### config.mk
export PLATFORM = sky130hd
export DESIGN_NAME = can_err_frm_ctrl_flat
export DESIGN_NICKNAME = d
export VERILOG_FILES = /design/src/rtl/can_err_frm_ctrl_if.sv /design/src/rtl/can_err_frm_ctrl.sv /design/src/flat_wrapper.sv
export SDC_FILE = /design/constraint.sdc
export NUM_CORES = 1
export LEC_CHECK = 0
export ABC_AREA = 0
export ABC_CLOCK_PERIOD_IN_PS = 2650
export CAP_MARGIN = 40
export CORE_MARGIN = 3
export CORE_UTILIZATION = 50
export DETAILED_ROUTE_END_ITERATION = 10
export HOLD_SLACK_MARGIN = 0.15
export PLACE_DENSITY = 0.8
export SYNTH_ARGS = -nofsm -noshare
export SYNTH_HDL_FRONTEND = slang
export SYNTH_SLANG_ARGS = --single-unit
### constraint.sdc
create_clock -name clk -period 2.65 [get_ports clk]
set_input_delay 0.3975 -clock clk [delete_from_list [all_inputs] [get_ports clk]]
set_output_delay 0.3975 -clock clk [all_outputs]
set_load 0.02 [all_outputs]
### src/rtl/can_err_frm_ctrl_if.sv
// Signal bundle between the CAN-XL receive checkers and the error-frame sequencer.
// The sequencer uses the slave modport; the checker side uses the master modport.
interface can_err_frm_ctrl_if;
    logic       bit_tick;
    logic       serial_in;
    logic       bit_err;
    logic       stf_err;
    logic       crc_err;
    logic       frm_err;
    logic       ack_err;
    logic       err_psv;
    logic       bus_off;
    logic       act_err_frm_tx;
    logic       psv_err_frm_tx;
    logic       err_tx_bit;
    logic [2:0] err_code;
    logic       err_evt;
    logic       err_frm_done;

    modport master (
        output bit_tick, serial_in, bit_err, stf_err, crc_err, frm_err, ack_err,
        output err_psv, bus_off,
        input  act_err_frm_tx, psv_err_frm_tx, err_tx_bit, err_code, err_evt, err_frm_done
    );

    modport slave (
        input  bit_tick, serial_in, bit_err, stf_err, crc_err, frm_err, ack_err,
        input  err_psv, bus_off,
        output act_err_frm_tx, psv_err_frm_tx, err_tx_bit, err_code, err_evt, err_frm_done
    );
endinterface

### src/rtl/can_err_frm_ctrl.sv
// CAN-XL error-frame sequencer: merges checker flags, then paces an active or passive
// error flag, delimiter and intermission on the bit-time strobe.
module can_err_frm_ctrl #(
    parameter int FLAG_LEN  = 6,
    parameter int DELIM_LEN = 8,
    parameter int IFS_LEN   = 3,
    parameter int DOM_LIMIT = 14
) (
    input logic               clk,
    input logic               g_rst_n,
    can_err_frm_ctrl_if.slave bus
);

    typedef enum logic [2:0] {IDLE, FLAG, FLAG_WAIT, DELIM, IFS} state_t;

    localparam logic [3:0] FLAG_LAST = 4'(FLAG_LEN - 1);
    localparam logic [3:0] FLAG_END  = 4'(FLAG_LEN);
    localparam logic [3:0] DELIM_END = 4'(DELIM_LEN);
    localparam logic [3:0] IFS_LAST  = 4'(IFS_LEN - 1);
    localparam logic [4:0] DOM_LIM   = 5'(DOM_LIMIT);

    state_t     state, state_nx;
    logic [3:0] cnt, cnt_nx;
    logic [4:0] dom_cnt, dom_cnt_nx;
    logic       act, act_nx;
    logic       psv, psv_nx;
    logic       evt, evt_nx;
    logic       done, done_nx;
    logic       prev_bit, prev_bit_nx;
    logic [2:0] code, code_nx;
    logic       any_err;
    logic [2:0] new_code;
    logic [3:0] psv_step;
    logic [4:0] dom_inc;
    logic [2:0] dom_phase;

    always_ff @(posedge clk or negedge g_rst_n) begin
        if (!g_rst_n) begin
            state    <= IDLE;
            cnt      <= '0;
            dom_cnt  <= '0;
            act      <= 1'b0;
            psv      <= 1'b0;
            evt      <= 1'b0;
            done     <= 1'b0;
            prev_bit <= 1'b1;
            code     <= '0;
        end else begin
            state    <= state_nx;
            cnt      <= cnt_nx;
            dom_cnt  <= dom_cnt_nx;
            act      <= act_nx;
            psv      <= psv_nx;
            evt      <= evt_nx;
            done     <= done_nx;
            prev_bit <= prev_bit_nx;
            code     <= code_nx;
        end
    end

    // Cause priority when several checkers fire together: bit > stuff > crc > form > ack.
    always_comb begin
        any_err  = bus.bit_err | bus.stf_err | bus.crc_err | bus.frm_err | bus.ack_err;
        new_code = 3'd0;
        if (bus.bit_err)      new_code = 3'd1;
        else if (bus.stf_err) new_code = 3'd2;
        else if (bus.crc_err) new_code = 3'd3;
        else if (bus.frm_err) new_code = 3'd4;
        else if (bus.ack_err) new_code = 3'd5;
    end

    always_comb begin
        state_nx    = state;
        cnt_nx      = cnt;
        dom_cnt_nx  = dom_cnt;
        act_nx      = act;
        psv_nx      = psv;
        code_nx     = code;
        evt_nx      = 1'b0;
        done_nx     = 1'b0;
        prev_bit_nx = prev_bit;
        psv_step    = (bus.serial_in != prev_bit) ? 4'd1 : cnt + 4'd1;
        dom_inc     = dom_cnt + 5'd1;
        dom_phase   = dom_inc[2:0] - DOM_LIM[2:0];

        if (bus.bus_off) begin
            state_nx   = IDLE;
            act_nx     = 1'b0;
            psv_nx     = 1'b0;
            cnt_nx     = '0;
            dom_cnt_nx = '0;
        end else begin
            case (state)
                IDLE: begin
                    if (any_err) begin
                        code_nx  = new_code;
                        evt_nx   = 1'b1;
                        state_nx = FLAG;
                        cnt_nx   = '0;
                        act_nx   = ~bus.err_psv;
                        psv_nx   = bus.err_psv;
                    end
                end
                FLAG: begin
                    // Reading recessive while driving dominant restarts the flag.
                    if (act && bus.bit_err) begin
                        evt_nx  = 1'b1;
                        code_nx = 3'd1;
                        cnt_nx  = '0;
                    end else if (bus.bit_tick) begin
                        prev_bit_nx = bus.serial_in;
                        if (act) begin
                            if (cnt == FLAG_LAST) begin
                                state_nx   = FLAG_WAIT;
                                dom_cnt_nx = '0;
                            end else begin
                                cnt_nx = cnt + 4'd1;
                            end
                        end else if (psv_step == FLAG_END) begin
                            state_nx   = FLAG_WAIT;
                            dom_cnt_nx = '0;
                        end else begin
                            cnt_nx = psv_step;
                        end
                    end
                end
                FLAG_WAIT: begin
                    if (bus.bit_tick) begin
                        if (bus.serial_in) begin
                            state_nx = DELIM;
                            cnt_nx   = 4'd1;
                        end else begin
                            dom_cnt_nx = dom_inc;
                            if (dom_inc >= DOM_LIM && dom_phase == 3'd0)
                                evt_nx = 1'b1;
                        end
                    end
                end
                DELIM: begin
                    if (bus.bit_tick) begin
                        if (!bus.serial_in) begin
                            code_nx  = 3'd4;
                            evt_nx   = 1'b1;
                            state_nx = FLAG;
                            cnt_nx   = '0;
                        end else if (cnt + 4'd1 == DELIM_END) begin
                            state_nx = IFS;
                            cnt_nx   = '0;
                        end else begin
                            cnt_nx = cnt + 4'd1;
                        end
                    end
                end
                IFS: begin
                    if (bus.bit_tick) begin
                        if (cnt == IFS_LAST) begin
                            state_nx = IDLE;
                            cnt_nx   = '0;
                            done_nx  = 1'b1;
                            act_nx   = 1'b0;
                            psv_nx   = 1'b0;
                        end else begin
                            cnt_nx = cnt + 4'd1;
                        end
                    end
                end
                default: state_nx = IDLE;
            endcase
        end
    end

    assign bus.act_err_frm_tx = act;
    assign bus.psv_err_frm_tx = psv;
    assign bus.err_tx_bit     = ~((state == FLAG) && act);
    assign bus.err_code       = code;
    assign bus.err_evt        = evt;
    assign bus.err_frm_done   = done;

endmodule
### src/flat_wrapper.sv
// flat-port wrapper written by rule: the top's interface ports become plain ports
module can_err_frm_ctrl_flat 
#(
    parameter int FLAG_LEN  = 6,
    parameter int DELIM_LEN = 8,
    parameter int IFS_LEN   = 3,
    parameter int DOM_LIMIT = 14
)
  (clk, g_rst_n, bus_bit_tick, bus_serial_in, bus_bit_err, bus_stf_err, bus_crc_err, bus_frm_err, bus_ack_err, bus_err_psv, bus_bus_off, bus_act_err_frm_tx, bus_psv_err_frm_tx, bus_err_tx_bit, bus_err_code, bus_err_evt, bus_err_frm_done);
  can_err_frm_ctrl_if bus_i ();
  input logic clk;
  input logic g_rst_n;
  input wire logic [$bits(bus_i.bit_tick)-1:0] bus_bit_tick;
  input wire logic [$bits(bus_i.serial_in)-1:0] bus_serial_in;
  input wire logic [$bits(bus_i.bit_err)-1:0] bus_bit_err;
  input wire logic [$bits(bus_i.stf_err)-1:0] bus_stf_err;
  input wire logic [$bits(bus_i.crc_err)-1:0] bus_crc_err;
  input wire logic [$bits(bus_i.frm_err)-1:0] bus_frm_err;
  input wire logic [$bits(bus_i.ack_err)-1:0] bus_ack_err;
  input wire logic [$bits(bus_i.err_psv)-1:0] bus_err_psv;
  input wire logic [$bits(bus_i.bus_off)-1:0] bus_bus_off;
  output wire logic [$bits(bus_i.act_err_frm_tx)-1:0] bus_act_err_frm_tx;
  output wire logic [$bits(bus_i.psv_err_frm_tx)-1:0] bus_psv_err_frm_tx;
  output wire logic [$bits(bus_i.err_tx_bit)-1:0] bus_err_tx_bit;
  output wire logic [$bits(bus_i.err_code)-1:0] bus_err_code;
  output wire logic [$bits(bus_i.err_evt)-1:0] bus_err_evt;
  output wire logic [$bits(bus_i.err_frm_done)-1:0] bus_err_frm_done;
  assign bus_i.bit_tick = bus_bit_tick;
  assign bus_i.serial_in = bus_serial_in;
  assign bus_i.bit_err = bus_bit_err;
  assign bus_i.stf_err = bus_stf_err;
  assign bus_i.crc_err = bus_crc_err;
  assign bus_i.frm_err = bus_frm_err;
  assign bus_i.ack_err = bus_ack_err;
  assign bus_i.err_psv = bus_err_psv;
  assign bus_i.bus_off = bus_bus_off;
  assign bus_act_err_frm_tx = bus_i.act_err_frm_tx;
  assign bus_psv_err_frm_tx = bus_i.psv_err_frm_tx;
  assign bus_err_tx_bit = bus_i.err_tx_bit;
  assign bus_err_code = bus_i.err_code;
  assign bus_err_evt = bus_i.err_evt;
  assign bus_err_frm_done = bus_i.err_frm_done;
  can_err_frm_ctrl #(.FLAG_LEN(FLAG_LEN), .DELIM_LEN(DELIM_LEN), .IFS_LEN(IFS_LEN), .DOM_LIMIT(DOM_LIMIT)) u_core (.clk(clk), .g_rst_n(g_rst_n), .bus(bus_i));
endmodule
==> results.tsv, run 1 <==
metric	value	unit
DRT Pass-1 Iters	5	
drt total wl	3690	um
Die Footprint	4030	um^2
GR peak layer	met2	
core area	3100	um^2
GPL Wtd Cong	0.897	
top_reg_cell synth	dfrtp_1	
number of top-level pins	19	
critical path peak fanout	17	
RSZ-0062 raised after global routing	no	
DRC errors left	0	
placed cell areas	1860	um^2
Synth area leader	dfrtp_1	
Clock Latency Late Sink	320	ps
Worst EP required	2250	ps
Max IR drop VDD	0.495	mV
Die Y	63.5	um
crit path kind	flop to output port	
Worst EP arrival	2010	ps
Clock Pin Slew Worst Setup and Hold Paths	120	ps
Mapped Area	1650	um^2
Period Utilization, post-route	0.910	
Seq/Total Area, Yosys	0.304	
leakage	0.783	nW
Detailed Route Iter0 Violations	100	
diode count	0	
Nets	233	
Netlist cell types	63	
CTS Buf Count	3	
Total Neg Setup Slack	0	ps
critical path startpoint category	flop	
GRT Total Usage	0.198	
pwr/cell area	742	nW/um^2
Layout Area Growth over Synthesis	14.6	%
die width	63.5	um
CTS root buf	clkbuf_4	
Rows	20	
IO buf count	18	
Post-Layout Inst Area	1890	um^2
Initial Utilization	0.533	
total design power	1.41	mW
Tmin final	2410	ps
Slew @ Worst Pin	500	ps
most frequent cells in the layout	nand2_1, dfrtp_1, o21ai_0, clkdlybuf4s50_1, nor2_1	
remaining global-route overflow	0	
fmax	415	MHz
post-CTS setup buffer count	0	
initial antenna violation count	0	
Clock Sink Count	20	
share of the synthesized area in the top cell type	0.288	
outcome	complete, no violations	
largest net degree at the start of global routing	21	
grt met1 use	0.283	
Avg Inst Size Synth	8.26	um^2
DP HPWL	2770	um
Mapped Nets	218	
Post-synth EDFFs	0	
Fin Hold WS	398	ps
endpoint class of the critical path	output port	
wire length per cell	14.3	um
vias in the first global route	1372	
Antenna Nets Post-Route	0	
Hold Path Class	input pin to async pin	
share of layout cells above drive strength 1	0.0981	
Synth Warn #	0	
met3 GRT Util	0.0285	
Setup Viol. Count Final	0	
GR Util met2	0.301	
flops & latches, synth	20	
Syn Inst Count	200	
max-cap viol count	0	
vias	1494	
CTS resizes	0	
Hold Vio Cnt, Final	0	
max-slew violations	0	
Area contributors post-synth	dfrtp_1, o21ai_0, ha_1, nand2_1, nor2_1	
max_slew headroom	0.664	
Vias/cell	5.79	
Async SR Flop Fraction	1.00	
H-tree levels	1	
first-pass GRT wire length	6400	um
CTS max path bufs	2	
CTS tree	yes	
Post-Route Skew	10.1	ps
Post-CTS Hold Fix Bufs	0	
area by class of cell:
type                    count  area, um^2
clock buffers               4        36.3
fillers                   287        1210
inverters                   9        33.8
multi-input cells         160        1060
flip-flops and latches     20         502
well taps                  44        55.1
repair buffers             21         203
cell families (layout without fill, tap and decap cells):
| family | Yosys count | count (layout) | share of synthesized area |
|---|---|---|---|
| AO/OA/AOI/OAI | 60 | 60 | 0.258 |
| XOR/XNOR | 2 | 2 | 0.0106 |
| adder cells (fa/ha/maj) | 7 | 7 | 0.0530 |
| buffers and inverters | 20 | 34 | 0.0522 |
| flip-flops | 20 | 20 | 0.304 |
| multiplexers | 7 | 7 | 0.0439 |
| AND/OR/NAND/NOR | 84 | 84 | 0.279 |
routing by layer:
| layer | vias to the layer above | share of wire |
|---|---|---|
| met5 | - | 0 |
| met4 | 0 | 0.013 |
| met3 | 5 | 0.057 |
| met2 | 53 | 0.46 |
| met1 | 680 | 0.47 |
| li1 | 756 | - |
path summary, 6_finish.rpt:
path                                         from                         to  slack, ps  depth (start not counted)
min in group clk           u_core.bus.err_code[1]     u_core.bus.err_code[1]        480                          2
setup / recovery                  u_core.state[0]             bus_err_tx_bit        240                          3
hold / removal                            g_rst_n  u_core.bus.psv_err_frm_tx        400                          2
setup reg to reg                    u_core.cnt[0]              u_core.cnt[3]        390                          8
hold reg to reg            u_core.bus.err_code[1]     u_core.bus.err_code[1]        480                          2
max in group asynchronous                 g_rst_n            u_core.prev_bit       1980                          2
critical path, cell delays in order, from the launching register on:
cell             delay, ps
dfrtp_1                640
nor3b_2                430
nand2_1                 90
clkdlybuf4s50_1        540
metrics by stage:
| stage | util | instances | setup slack [ps] |
|---|---|---|---|
| 2_1_floorplan | - | 200 | 623 |
| 3_3_place_gp | 0.599 | 254 | 175 |
| 6_report | 0.610 | 258 | 240 |
| 5_1_grt | 0.610 | 258 | 131 |
| 4_1_cts | 0.610 | 258 | 248 |
| 3_5_place_dp | 0.599 | 254 | 176 |
synthesized netlist by cell type (3+ instances only):
library cell and n:
a21oi_1 9, and3_1 3, buf_2 5, clkbuf_1 4
dfrtp_1 19, ha_1 7, inv_1 9, mux2i_1 5
nand2_1 19, nand2b_1 6, nand3_1 6, nand3b_1 3
nor2_1 17, nor2b_1 5, nor3_1 3, o21a_1 3
o21ai_0 18, o31a_1 3
sequential cells by signal, indices dropped and copies added (netlist names):
| register | count |
|---|---|
| u_core.dom_cnt | 5 |
| u_core.bus.err_evt | 1 |
| u_core.cnt | 4 |
| u_core.bus.act_err_frm_tx | 1 |
| u_core.bus.err_frm_done | 1 |
| u_core.prev_bit | 1 |
| u_core.bus.psv_err_frm_tx | 1 |
| u_core.bus.err_code | 3 |
| u_core.state | 3 |
power by group:
| group | total (mW) | internal [mW] | switching (mW) |
|---|---|---|---|
| clock network | 0.185 | 0.0840 | 0.101 |
| registers | 0.492 | 0.377 | 0.115 |
| logic | 0.728 | 0.328 | 0.400 |
| total | 1.41 | 0.789 | 0.617 |
Power figures use the tool's default switching activity.
==> inputs of run 2 (changes only) <==
--- a/config.mk
+++ b/config.mk
@@ -6,7 +6,7 @@
 export NUM_CORES = 1
 export LEC_CHECK = 0
 export ABC_AREA = 0
-export ABC_CLOCK_PERIOD_IN_PS = 2650
+export ABC_CLOCK_PERIOD_IN_PS = 2370
 export CAP_MARGIN = 40
 export CORE_MARGIN = 3
 export CORE_UTILIZATION = 50
==> constraint.sdc (replaced) <==
create_clock -name clk -period 2.37 [get_ports clk]
set_input_delay 0.3555 -clock clk [delete_from_list [all_inputs] [get_ports clk]]
set_output_delay 0.3555 -clock clk [all_outputs]
set_load 0.02 [all_outputs]
==> run 2 against run 1 <==
Net effect:
- worst hold slack got worse by 40 ps
- largest power group unchanged
- first-iteration DRC count fell by 4.0%
- via count rose by 2.9%
- power rose by 23%
- critical endpoint unchanged
==> results.tsv, run 2 (same netlist as run 1, synthesis figures left out) <==
metric	value	unit
Worst EP arrival	1900	ps
CTS max path bufs	2	
diode count	0	
pre-CTS WS	84.8	ps
wire length per cell	14.9	um
crit path kind	flop to output port	
leakage	0.826	nW
Nets	241	
CTS Buf Count	3	
Rows	20	
vias	1538	
largest net degree at the start of global routing	21	
share of layout cells above drive strength 1	0.140	
most frequent cells in the layout	nand2_1, o21ai_0, clkdlybuf4s50_1, nor2_1, dfrtp_1	
GRT Total Usage	0.206	
first-pass GRT wire length	6690	um
DRC errors left	0	
GPL Wtd Cong	0.877	
largest registers	u_core.dom_cnt: 5 flops, u_core.cnt: 4 flops	
Antenna Nets Post-Route	0	
GR peak layer	met2	
CTS tree	yes	
Hold Path Class	input pin to async pin	
Worst EP required	2010	ps
Setup Viol. Count Final	0	
Post-Route Skew	1.94	ps
max reg flops	5	
Max IR drop VDD	0.548	mV
vias in the first global route	1449	
CTS root buf	clkbuf_4	
core area	3100	um^2
pwr/cell area	876	nW/um^2
Slew @ Worst Pin	496	ps
Vias/cell	5.78	
number of top-level pins	19	
endpoint class of the critical path	output port	
critical path peak fanout	14	
fmax	443	MHz
Die Footprint	4030	um^2
most common cell after layout, fill and taps aside	nand2_1	
Die Y	63.5	um
grt met1 use	0.296	
critical path startpoint category	flop	
drt total wl	3960	um
Total Neg Setup Slack	0	ps
Clock Sink Count	20	
initial antenna violation count	0	
PnR worst setup slack	111	ps
IO buf count	18	
Largest Register	u_core.dom_cnt	
DRT Pass-1 Iters	4	
Period Utilization, post-route	0.953	
Clock Pin Slew Worst Setup and Hold Paths	120	ps
Tmin final	2260	ps
max_slew headroom	0.669	
max-slew violations	0	
Clock Latency Late Sink	320	ps
Layout Area Growth over Synthesis	19.8	%
outcome	complete, no violations	
RSZ-0062 raised after global routing	no	
met3 GRT Util	0.0107	
Initial Utilization	0.533	
Post-CTS Hold Fix Bufs	0	
max-cap viol count	0	
Detailed Route Iter0 Violations	96	
remaining global-route overflow	0	
GR Util met2	0.318	
Hold Vio Cnt, Final	0	
H-tree levels	1	
die width	63.5	um
DP HPWL	3000	um
post-CTS setup buffer count	0	
run 2: cell types whose count changed in the layout (fill, tap and decap cells not counted), sizes merged:
cell | previous run | this run
buf | 3 | 11
bufinv | 0 | 1
clkbuf | 4 | 3
run 2: final cells by class:
type | count | area [um^2]
clock buffers | 3 | 22.5
clock inverters | 1 | 30.0
fillers | 286 | 1120
inverters | 9 | 33.8
multi-input cells | 160 | 1070
flip-flops and latches | 20 | 504
well taps | 44 | 55.1
repair buffers | 29 | 263
run 2: power by group:
group	internal [mW]	total [mW]	switching (mW)
sequential	0.425	0.555	0.130
combinational	0.408	0.890	0.482
clock	0.171	0.290	0.119
total	1.00	1.73	0.731
run 2: worst max-delay path, stage by stage (launching register included):
cell             delay, ps
dfrtp_1                580
nor3b_4                380
nand2_1                 90
clkdlybuf4s50_1        540
run 2: routing by layer:
metal,vias to the layer above,routed length (um),share of wire
li1,776,-,-
met1,707,1990,0.50
met2,42,1760,0.44
met3,13,114,0.029
met4,0,105,0.027
met5,-,0,0
run 2: through the flow:
| step | total power, mW | util | std cells | hold slack, ps | area, um^2 |
|---|---|---|---|---|---|
| 2_1_floorplan | 1.13 | - | 200 | 59.9 | 1650 |
| 3_3_place_gp | 1.40 | 0.618 | 262 | 466 | 1920 |
| 3_5_place_dp | 1.42 | 0.618 | 262 | 472 | 1920 |
| 4_1_cts | 1.71 | 0.635 | 266 | 359 | 1970 |
| 5_1_grt | 1.85 | 0.638 | 266 | 383 | 1980 |
| 6_report | 1.73 | 0.638 | 266 | 358 | 1980 |
run 2: repair_timing:
item,in CTS,in global routing
endpoints found under the hold margin,0,0
gates resized for setup,1,2
setup endpoints to repair,1,1
run 2: worst paths after layout:
path / from / depth (start not counted) / to / slack, ps
setup / recovery: u_core.state[2] / 3 / bus_err_tx_bit / 110
hold / removal: g_rst_n / 2 / u_core.bus.psv_err_frm_tx / 360
setup reg to reg: u_core.cnt[1] / 7 / u_core.cnt[3] / 260
hold reg to reg: u_core.bus.err_code[1] / 2 / u_core.bus.err_code[1] / 500
max in group asynchronous: g_rst_n / 2 / u_core.prev_bit / 1750
min in group clk: u_core.bus.err_code[1] / 2 / u_core.bus.err_code[1] / 500
